## src/rtl/video_pkg.sv

```systemverilog
// Shared pixel/beat constants, FSM encoding and colour type for the video source path.
package video_pkg;

    localparam int unsigned PIX_BITS     = 24;
    localparam int unsigned PIX_PER_BEAT = 8;
    localparam int unsigned BEAT_BITS    = PIX_BITS * PIX_PER_BEAT;

    typedef enum logic {StIdle, StActive} state_t;

    typedef struct packed {
        logic [7:0] r;
        logic [7:0] g;
        logic [7:0] b;
    } rgb_t;

    function automatic int unsigned idx_width(input int unsigned n);
        return (n < 2) ? 1 : $clog2(n);
    endfunction

endpackage

```

## src/rtl/raster_counter.sv

```systemverilog
// Incremental raster position chain; exposes next-state position so the owner can
// register the beat that matches the position being loaded.
module raster_counter
    import video_pkg::*;
#(
    parameter int unsigned WIDTH     = 640,
    parameter int unsigned HEIGHT    = 480,
    parameter int unsigned CELL_W    = 80,
    parameter int unsigned CELL_H    = 60,
    parameter int unsigned GRID_COLS = 8,
    parameter int unsigned GRID_ROWS = 8,
    localparam int unsigned BXW = idx_width(WIDTH / 8),
    localparam int unsigned CW  = idx_width(GRID_COLS),
    localparam int unsigned COW = idx_width(CELL_W),
    localparam int unsigned YW  = idx_width(HEIGHT),
    localparam int unsigned RW  = idx_width(GRID_ROWS),
    localparam int unsigned ROW = idx_width(CELL_H)
) (
    input  logic           aclk,
    input  logic           areset,
    input  logic           advance,
    input  logic           clear,
    output logic [BXW-1:0] nxt_beat_x,
    output logic [CW-1:0]  nxt_col,
    output logic [COW-1:0] nxt_col_off,
    output logic [YW-1:0]  nxt_y,
    output logic [RW-1:0]  nxt_row,
    output logic [ROW-1:0] nxt_row_off,
    output logic           last_in_line,
    output logic           last_in_frame
);

    localparam logic [BXW-1:0] BxLast = BXW'(WIDTH / 8 - 1);
    localparam logic [COW-1:0] CoLast = COW'(CELL_W - 8);
    localparam logic [COW-1:0] CoStep = COW'(8);
    localparam logic [YW-1:0]  YLast  = YW'(HEIGHT - 1);
    localparam logic [ROW-1:0] RoLast = ROW'(CELL_H - 1);

    logic [BXW-1:0] beat_x_q;
    logic [CW-1:0]  col_q;
    logic [COW-1:0] col_off_q;
    logic [YW-1:0]  y_q;
    logic [RW-1:0]  row_q;
    logic [ROW-1:0] row_off_q;

    assign last_in_line  = (beat_x_q == BxLast);
    assign last_in_frame = last_in_line && (y_q == YLast);

    always_comb begin
        nxt_beat_x  = beat_x_q;
        nxt_col     = col_q;
        nxt_col_off = col_off_q;
        nxt_y       = y_q;
        nxt_row     = row_q;
        nxt_row_off = row_off_q;
        if (clear) begin
            nxt_beat_x  = '0;
            nxt_col     = '0;
            nxt_col_off = '0;
            nxt_y       = '0;
            nxt_row     = '0;
            nxt_row_off = '0;
        end else if (advance) begin
            if (last_in_line) begin
                nxt_beat_x  = '0;
                nxt_col     = '0;
                nxt_col_off = '0;
                if (last_in_frame) begin
                    nxt_y       = '0;
                    nxt_row     = '0;
                    nxt_row_off = '0;
                end else begin
                    nxt_y = y_q + YW'(1);
                    if (row_off_q == RoLast) begin
                        nxt_row_off = '0;
                        nxt_row     = row_q + RW'(1);
                    end else begin
                        nxt_row_off = row_off_q + ROW'(1);
                    end
                end
            end else begin
                nxt_beat_x = beat_x_q + BXW'(1);
                if (col_off_q == CoLast) begin
                    nxt_col_off = '0;
                    nxt_col     = col_q + CW'(1);
                end else begin
                    nxt_col_off = col_off_q + CoStep;
                end
            end
        end
    end

    always_ff @(posedge aclk or posedge areset) begin
        if (areset) begin
            beat_x_q  <= '0;
            col_q     <= '0;
            col_off_q <= '0;
            y_q       <= '0;
            row_q     <= '0;
            row_off_q <= '0;
        end else begin
            beat_x_q  <= nxt_beat_x;
            col_q     <= nxt_col;
            col_off_q <= nxt_col_off;
            y_q       <= nxt_y;
            row_q     <= nxt_row;
            row_off_q <= nxt_row_off;
        end
    end

endmodule

```

## src/rtl/cell_grid_scanner.sv

```systemverilog
// Raster source rendering a cell bitmap as FG/BG cells with grid lines, 8 pixels per beat,
// with per-frame snapshots of bitmap and colours and ready/valid back-pressure.
module cell_grid_scanner
    import video_pkg::*;
#(
    parameter int unsigned WIDTH     = 640,
    parameter int unsigned HEIGHT    = 480,
    parameter int unsigned CELL_W    = 80,
    parameter int unsigned CELL_H    = 60,
    parameter int unsigned GRID_COLS = 8,
    parameter int unsigned GRID_ROWS = 8
) (
    input  logic                           aclk,
    input  logic                           areset,
    input  logic                           enable,
    input  logic [GRID_ROWS*GRID_COLS-1:0] cell_bits,
    input  logic [PIX_BITS-1:0]            fg_colour,
    input  logic [PIX_BITS-1:0]            bg_colour,
    input  logic [PIX_BITS-1:0]            grid_colour,
    output logic [BEAT_BITS-1:0]           rgb_out,
    output logic                           valid,
    input  logic                           ready,
    output logic                           sof,
    output logic                           eol,
    output logic                           frame_done
);

    localparam int unsigned BXW = idx_width(WIDTH / 8);
    localparam int unsigned CW  = idx_width(GRID_COLS);
    localparam int unsigned COW = idx_width(CELL_W);
    localparam int unsigned YW  = idx_width(HEIGHT);
    localparam int unsigned RW  = idx_width(GRID_ROWS);
    localparam int unsigned ROW = idx_width(CELL_H);
    localparam logic [BXW-1:0] BxLast = BXW'(WIDTH / 8 - 1);

    state_t state_q;
    logic [GRID_ROWS-1:0][GRID_COLS-1:0] bits_q, bits_d;
    rgb_t fg_q, bg_q, grid_q, fg_d, bg_d, grid_d;

    logic [BXW-1:0] nxt_beat_x;
    logic [CW-1:0]  nxt_col;
    logic [COW-1:0] nxt_col_off;
    logic [YW-1:0]  nxt_y;
    logic [RW-1:0]  nxt_row;
    logic [ROW-1:0] nxt_row_off;
    logic           last_in_line, last_in_frame;

    logic accept, frame_end, load, advance;
    logic sof_d, eol_d, cell_on;
    logic [BEAT_BITS-1:0] beat_d;

    assign accept    = (state_q == StActive) && ready;
    assign frame_end = accept && last_in_line && last_in_frame;
    // A load starts a frame: from idle, or back-to-back after the final beat.
    assign load      = enable && ((state_q == StIdle) || frame_end);
    assign advance   = accept && !load;

    raster_counter #(
        .WIDTH     (WIDTH),
        .HEIGHT    (HEIGHT),
        .CELL_W    (CELL_W),
        .CELL_H    (CELL_H),
        .GRID_COLS (GRID_COLS),
        .GRID_ROWS (GRID_ROWS)
    ) u_raster_counter (
        .aclk          (aclk),
        .areset        (areset),
        .advance       (advance),
        .clear         (load),
        .nxt_beat_x    (nxt_beat_x),
        .nxt_col       (nxt_col),
        .nxt_col_off   (nxt_col_off),
        .nxt_y         (nxt_y),
        .nxt_row       (nxt_row),
        .nxt_row_off   (nxt_row_off),
        .last_in_line  (last_in_line),
        .last_in_frame (last_in_frame)
    );

    assign bits_d = load ? cell_bits   : bits_q;
    assign fg_d   = load ? fg_colour   : fg_q;
    assign bg_d   = load ? bg_colour   : bg_q;
    assign grid_d = load ? grid_colour : grid_q;

    assign cell_on = bits_d[nxt_row][nxt_col];
    assign sof_d   = (nxt_y == '0) && (nxt_beat_x == '0);
    assign eol_d   = (nxt_beat_x == BxLast);

    always_comb begin
        beat_d = '0;
        for (int unsigned i = 0; i < PIX_PER_BEAT; i++) begin
            rgb_t pix;
            pix = grid_d;
            if (nxt_row_off != '0 && !(i == 0 && nxt_col_off == '0)) begin
                pix = cell_on ? fg_d : bg_d;
            end
            beat_d[i*PIX_BITS +: PIX_BITS] = pix;
        end
    end

    always_ff @(posedge aclk or posedge areset) begin
        if (areset) begin
            bits_q <= '0;
            fg_q   <= '0;
            bg_q   <= '0;
            grid_q <= '0;
        end else begin
            bits_q <= bits_d;
            fg_q   <= fg_d;
            bg_q   <= bg_d;
            grid_q <= grid_d;
        end
    end

    always_ff @(posedge aclk or posedge areset) begin
        if (areset) begin
            state_q    <= StIdle;
            valid      <= 1'b0;
            sof        <= 1'b0;
            eol        <= 1'b0;
            rgb_out    <= '0;
            frame_done <= 1'b0;
        end else begin
            frame_done <= frame_end;
            case (state_q)
                StIdle: begin
                    if (enable) begin
                        state_q <= StActive;
                        valid   <= 1'b1;
                        sof     <= sof_d;
                        eol     <= eol_d;
                        rgb_out <= beat_d;
                    end
                end
                StActive: begin
                    if (accept) begin
                        if (frame_end && !enable) begin
                            state_q <= StIdle;
                            valid   <= 1'b0;
                            sof     <= 1'b0;
                            eol     <= 1'b0;
                        end else begin
                            sof     <= sof_d;
                            eol     <= eol_d;
                            rgb_out <= beat_d;
                        end
                    end
                end
                default: state_q <= StIdle;
            endcase
        end
    end

endmodule

```

## config.mk

```make
export PLATFORM = sky130hd
export DESIGN_NAME = cell_grid_scanner
export DESIGN_NICKNAME = d
export VERILOG_FILES = /design/src/rtl/video_pkg.sv /design/src/rtl/raster_counter.sv /design/src/rtl/cell_grid_scanner.sv
export SDC_FILE = /design/constraint.sdc
export NUM_CORES = 1
export LEC_CHECK = 0
export CORE_MARGIN = 4
export CORE_UTILIZATION = 48
export DETAILED_ROUTE_END_ITERATION = 7
export PLACE_DENSITY = 0.81
export SLEW_MARGIN = 20
export SYNTH_ARGS = -nofsm -noshare
export SYNTH_HDL_FRONTEND = slang
export SYNTH_SLANG_ARGS = --single-unit
```

## constraint.sdc

```tcl
create_clock -name aclk -period 8.52 [get_ports aclk]
set_input_delay 1.278 -clock aclk [delete_from_list [all_inputs] [get_ports aclk]]
set_output_delay 1.278 -clock aclk [all_outputs]
set_load 0.02 [all_outputs]
```

Word-level counts from Yosys, hierarchy flattened --
Index checks and enable logic that the tools add are counted.
Storage, ports and cells: register bits 368, word-level logic and storage cells 123
Cells by class: muxes and demuxes 56, reduce and logical (&&, ||, !) cells 20, add/sub/neg operators 6, magnitude comparators 2, equality and inequality tests 9, bitwise operators 1
Operators by type and width (number):
- $mux 192 | 3
- $pmux 192 s2 | 1
- $mux 24 | 6
- $mux 64 | 1
- $mux 7 | 7
- $mux 9 | 4
- $mux 6 | 5
- $mux 3 | 9
- $bmux 8 s3 | 1
- $eq 7x7->1 const B | 3
- $logic_not 7->1 | 2
- $mux 1 | 13
- $add 9x1->9 const B | 1
- $eq 9x9->1 const B | 1
- $logic_and 1x1->1 | 9
- $logic_not 9->1 | 1
- $lt 3x4->1 const B | 2
- $mux 8 | 1
- $pmux 1 s2 | 4
- $add 7x1->7 const B | 1
- $add 7x4->7 const B | 1
- $add 3x1->3 const B | 2
- $add 6x1->6 const B | 1
- $eq 6x6->1 const B | 1
- other kinds (9) | 14

Longest topological paths before layout --
depth in word-level cells 18, gate-level depth with buffers 16, mapped depth without buffers 13

Modules after synthesis --
From an unflattened synthesis, not the netlist that was laid out.
Unflattened totals: cell total of the unflattened synthesis 1418, area total of the unflattened synthesis 12823.5 sq um
By module, submodules not included:
- cell_grid_scanner | sequential area each 4729.5 sq um, times used 1, cells an instance 1230, area an instance 10934.2 sq um
- raster_counter | sequential area each 875.8 sq um, times used 1, cells an instance 188, area an instance 1889.3 sq um

Least setup slack after synthesis --
Ideal clock, no wire load.
kind input-to-reg, from input port enable, to register rgb_out[168], path slack 4.180 ns, stages on the path 14, arrival 4.207 ns, buffers on the path 3, setup time 0.132 ns, data required time 8.388 ns, path through clkbuf_1 -> nand4_1 -> nor4_1 -> or2_1 -> clkbuf_1 -> mux2_2 -> mux2_4 -> a2111oi_4 -> o221a_2 -> a31oi_2 -> a22oi_4 -> buf_12 -> mux2i_1 -> o21ai_1
RTL lines:
- from (decl) | line cell_grid_scanner.sv:15 | input logic enable,
- to (signal assigned) | line cell_grid_scanner.sv:132 | rgb_out <= beat_d;
- to (signal assigned) | line cell_grid_scanner.sv:145 | rgb_out <= beat_d;
- to (decl) | line cell_grid_scanner.sv:20 | output logic [BEAT_BITS-1:0] rgb_out,

==> metrics.txt <==
die height between 150 and 200 µm; clock sinks around 220; power density cells approximately 220 nW/µm²; CTS Buffer Depth 3; DIE WIDTH around 160 µm; switching share of power 0.318; share of the synthesized area in the top cell type 0.485; Mean Syn Cell Area between 8 and 9 µm²; crit-path max FO 90; sequential fraction of the synthesis area 0.485; Commonest cells post-synth nand2_1 (421), dfrtp_1 (224), buf_4 (145), a22oi_1 (50), o21ai_1 (50); Setup Slack @ Placement 2.14 ns; Routed Antenna Nets 0; drt total wl between 30 and 40 mm; Worst-path clk slew 0.06 ns; Hold Worst Slack 0.470 ns; Syn Std Cell Area approximately 12000 µm²; die area between 20000 and 30000 µm²; RR Endpoint rgb_out[178]; via count roughly 9700; dominant cell type by area after synthesis dfrtp_1; Post-CTS Hold Fix Bufs 0; Crit Path Class input pin to flip-flop; endpoints failing hold 0; HPWL after DPL around 22 mm; clk_skew about 0.013 ns; row cnt 56; final net count 1599; post-DR vias/cell 5.40; total grt overflow 0; Post-CTS Setup Inserts 0; initial antenna violation count 1; cts bufs inserted 24; H-tree Lvls 1; Starting DRT DRC Count between 900 and 1000; fin worst setup slack about 2.6 ns; area growth from synthesis to final layout 28.0%; crit path to rgb_out[178]; ys flop type dfrtp_1; Worst Path Arrival between 6 and 7 ns; count of flip-flops with a built-in enable after synthesis 0; Area contributors post-synth dfrtp_1 (49%), nand2_1 (14%), buf_4 (9.4%); share of layout cells above drive strength 1 0.0571; Final Setup Violations 0; combinational power share 0.289; reg2reg setup slack 2.98 ns; I/O Buffers approximately 340; CP required approximately 9 ns; Max Clock Freq ~0.17 GHz; Routability Congestion roughly 0.85; gr usage total 0.229; most common cell in the synthesized netlist nand2_1; Leak Pwr 6.77 nW; crit path launch type input pin; period utilization 0.695; Hold WC Path Type flip-flop to flip-flop; Max VDD drop 0.146 mV; Pint 2.22 mW; Tmin final around 5.9 ns; Syn Inst Count 1293; max cap viols 0; net switching power between 1 and 1.5 mW; Yosys cell types 76; largest net degree at the start of global routing 155; register bit total from synthesis between 200 and 250; clock insertion delay at the later pin of the skew report 0.52 ns; Sequential Power Share 0.401; Post-Route Setup TNS 0 ns; CTS tree done; slew at the pin closest to its max-slew limit approximately 0.95 ns; wire length per cell ~18 µm; vias in the first global route approximately 9700; worst setup path startpoint enable; worst r2r src u_raster_counter.beat_x_q[5]; worst r2r path cells 12; RSZ-0062 raised after global routing no; core area about 24000 µm²; Yosys warnings 0; first-pass GRT wire length approximately 50 mm; # IOs about 340; Slew Viols, Final 0; syn_nets 1439; router iterations before antenna repair 6; status finished clean; post-cts gate resize count 0; root buffer cell clkbuf_16; drt drc 0; initial core utilization 0.489; Synth async-reset ratio 1.00; Setup crit end kind flip-flop; clock power share 0.310; Rel. slew slack 0.370
worst min path at each step:
stage / slack [ns] / start / depth (start not counted) / end
final: 0.47 / grid_q[21] / 2 / grid_q[21]
after global placement: 0.45 / bits_q[19] / 2 / bits_q[19]
after detailed placement: 0.46 / grid_q[6] / 2 / grid_q[6]
after global routing: 0.49 / bg_q[2] / 2 / bg_q[2]
after floorplan: 0.43 / bits_q[19] / 2 / bits_q[19]
after CTS: 0.47 / grid_q[6] / 2 / grid_q[6]
registers in the layout, indices dropped and copies added (netlist names), 3 cells and up:
name / flops
u_raster_counter.row_off_q: 6
u_raster_counter.beat_x_q: 7
u_raster_counter.row_q: 3
u_raster_counter.col_q: 3
bg_q: 24
rgb_out: 48
bits_q: 64
grid_q: 24
u_raster_counter.col_off_q: 7
fg_q: 24
u_raster_counter.y_q: 9
cell families after synthesis:
logic type | Yosys count | share of synthesized area
buffers and inverters | 220 | 0.124
and+or+nand+nor | 566 | 0.210
AOI/OAI and AO/OA | 219 | 0.122
muxes | 44 | 0.0417
DFF | 224 | 0.485
xor gates and xnor gates | 14 | 0.0113
adders and majority gates | 6 | 0.00650
critical path, cell delays in order:
cell and delay (ns):
clkdlybuf4s50_1 0.72, nand4_1 0.14, nor4_1 0.51, or2_4 0.84
mux2_2 0.43, mux2_4 0.30, a2111oi_4 0.35, o221a_2 0.25
a31oi_2 0.05, a22oi_4 0.58, buf_4 0.40, mux2i_1 0.30
o21ai_1 0.10
metrics by stage:
step           cell area [µm²]  utilization  power, mW  cells
2_1_floorplan            11600            -       1.98   1293
3_3_place_gp             14000        0.594       2.23   1746
3_5_place_dp             14000        0.594       2.25   1746
4_1_cts                  14800        0.626       3.27   1790
5_1_grt                  14800        0.626       3.39   1791
6_report                 14800        0.627       3.25   1792
layout make-up:
class | count | area (µm²)
fillers | 1948 | 8820
flip-flops and latches | 224 | 5610
multi-input cells | 849 | 4550
repair buffers | 343 | 3410
clock buffers | 38 | 723
well taps | 319 | 399
inverters | 11 | 53.8
clock inverters | 6 | 46.3
diodes | 2 | 5.00
power groups by stage:
| stage | Sequential, mW | Combinational, mW | Clock (mW) |
|---|---|---|---|
| final | 1.30 | 0.938 | 1.01 |
| after global routing | 1.32 | 1.00 | 1.07 |
| after CTS | 1.30 | 0.942 | 1.02 |
| after detailed placement | 1.32 | 0.935 | 0 |
| after global placement | 1.31 | 0.916 | 0 |
| after floorplan | 1.32 | 0.656 | 0 |
cells in the final DEF, fill, tap and decap left out, drive strengths merged, types with 5 or more instances in the layout:
| cell | n |
|---|---|
| o21ai | 75 |
| a22oi | 51 |
| xor2 | 11 |
| a21oi | 48 |
| or3 | 5 |
| a31oi | 5 |
| nor4 | 7 |
| and2 | 7 |
| mux2 | 10 |
| or2 | 5 |
| clkbuf | 38 |
| nand4 | 14 |
| nor3 | 19 |
| clkdlybuf4s50 | 335 |
| clkinv | 5 |
| inv | 10 |
| nor2 | 45 |
| dfrtp | 224 |
| ha | 6 |
| buf | 8 |
| mux2i | 32 |
| o31ai | 5 |
| nand2 | 422 |
| nand3 | 19 |
per-layer routing:
metal / GRT usage / share of wire / up-vias
met5: 0 / 0 / -
met4: 0.0671 / 0.021 / 0
met3: 0.0394 / 0.076 / 51
met2: 0.376 / 0.48 / 430
met1: 0.314 / 0.42 / 4665
li1: - / - / 4538
Note: power is estimated with default switching activity, not from simulation.
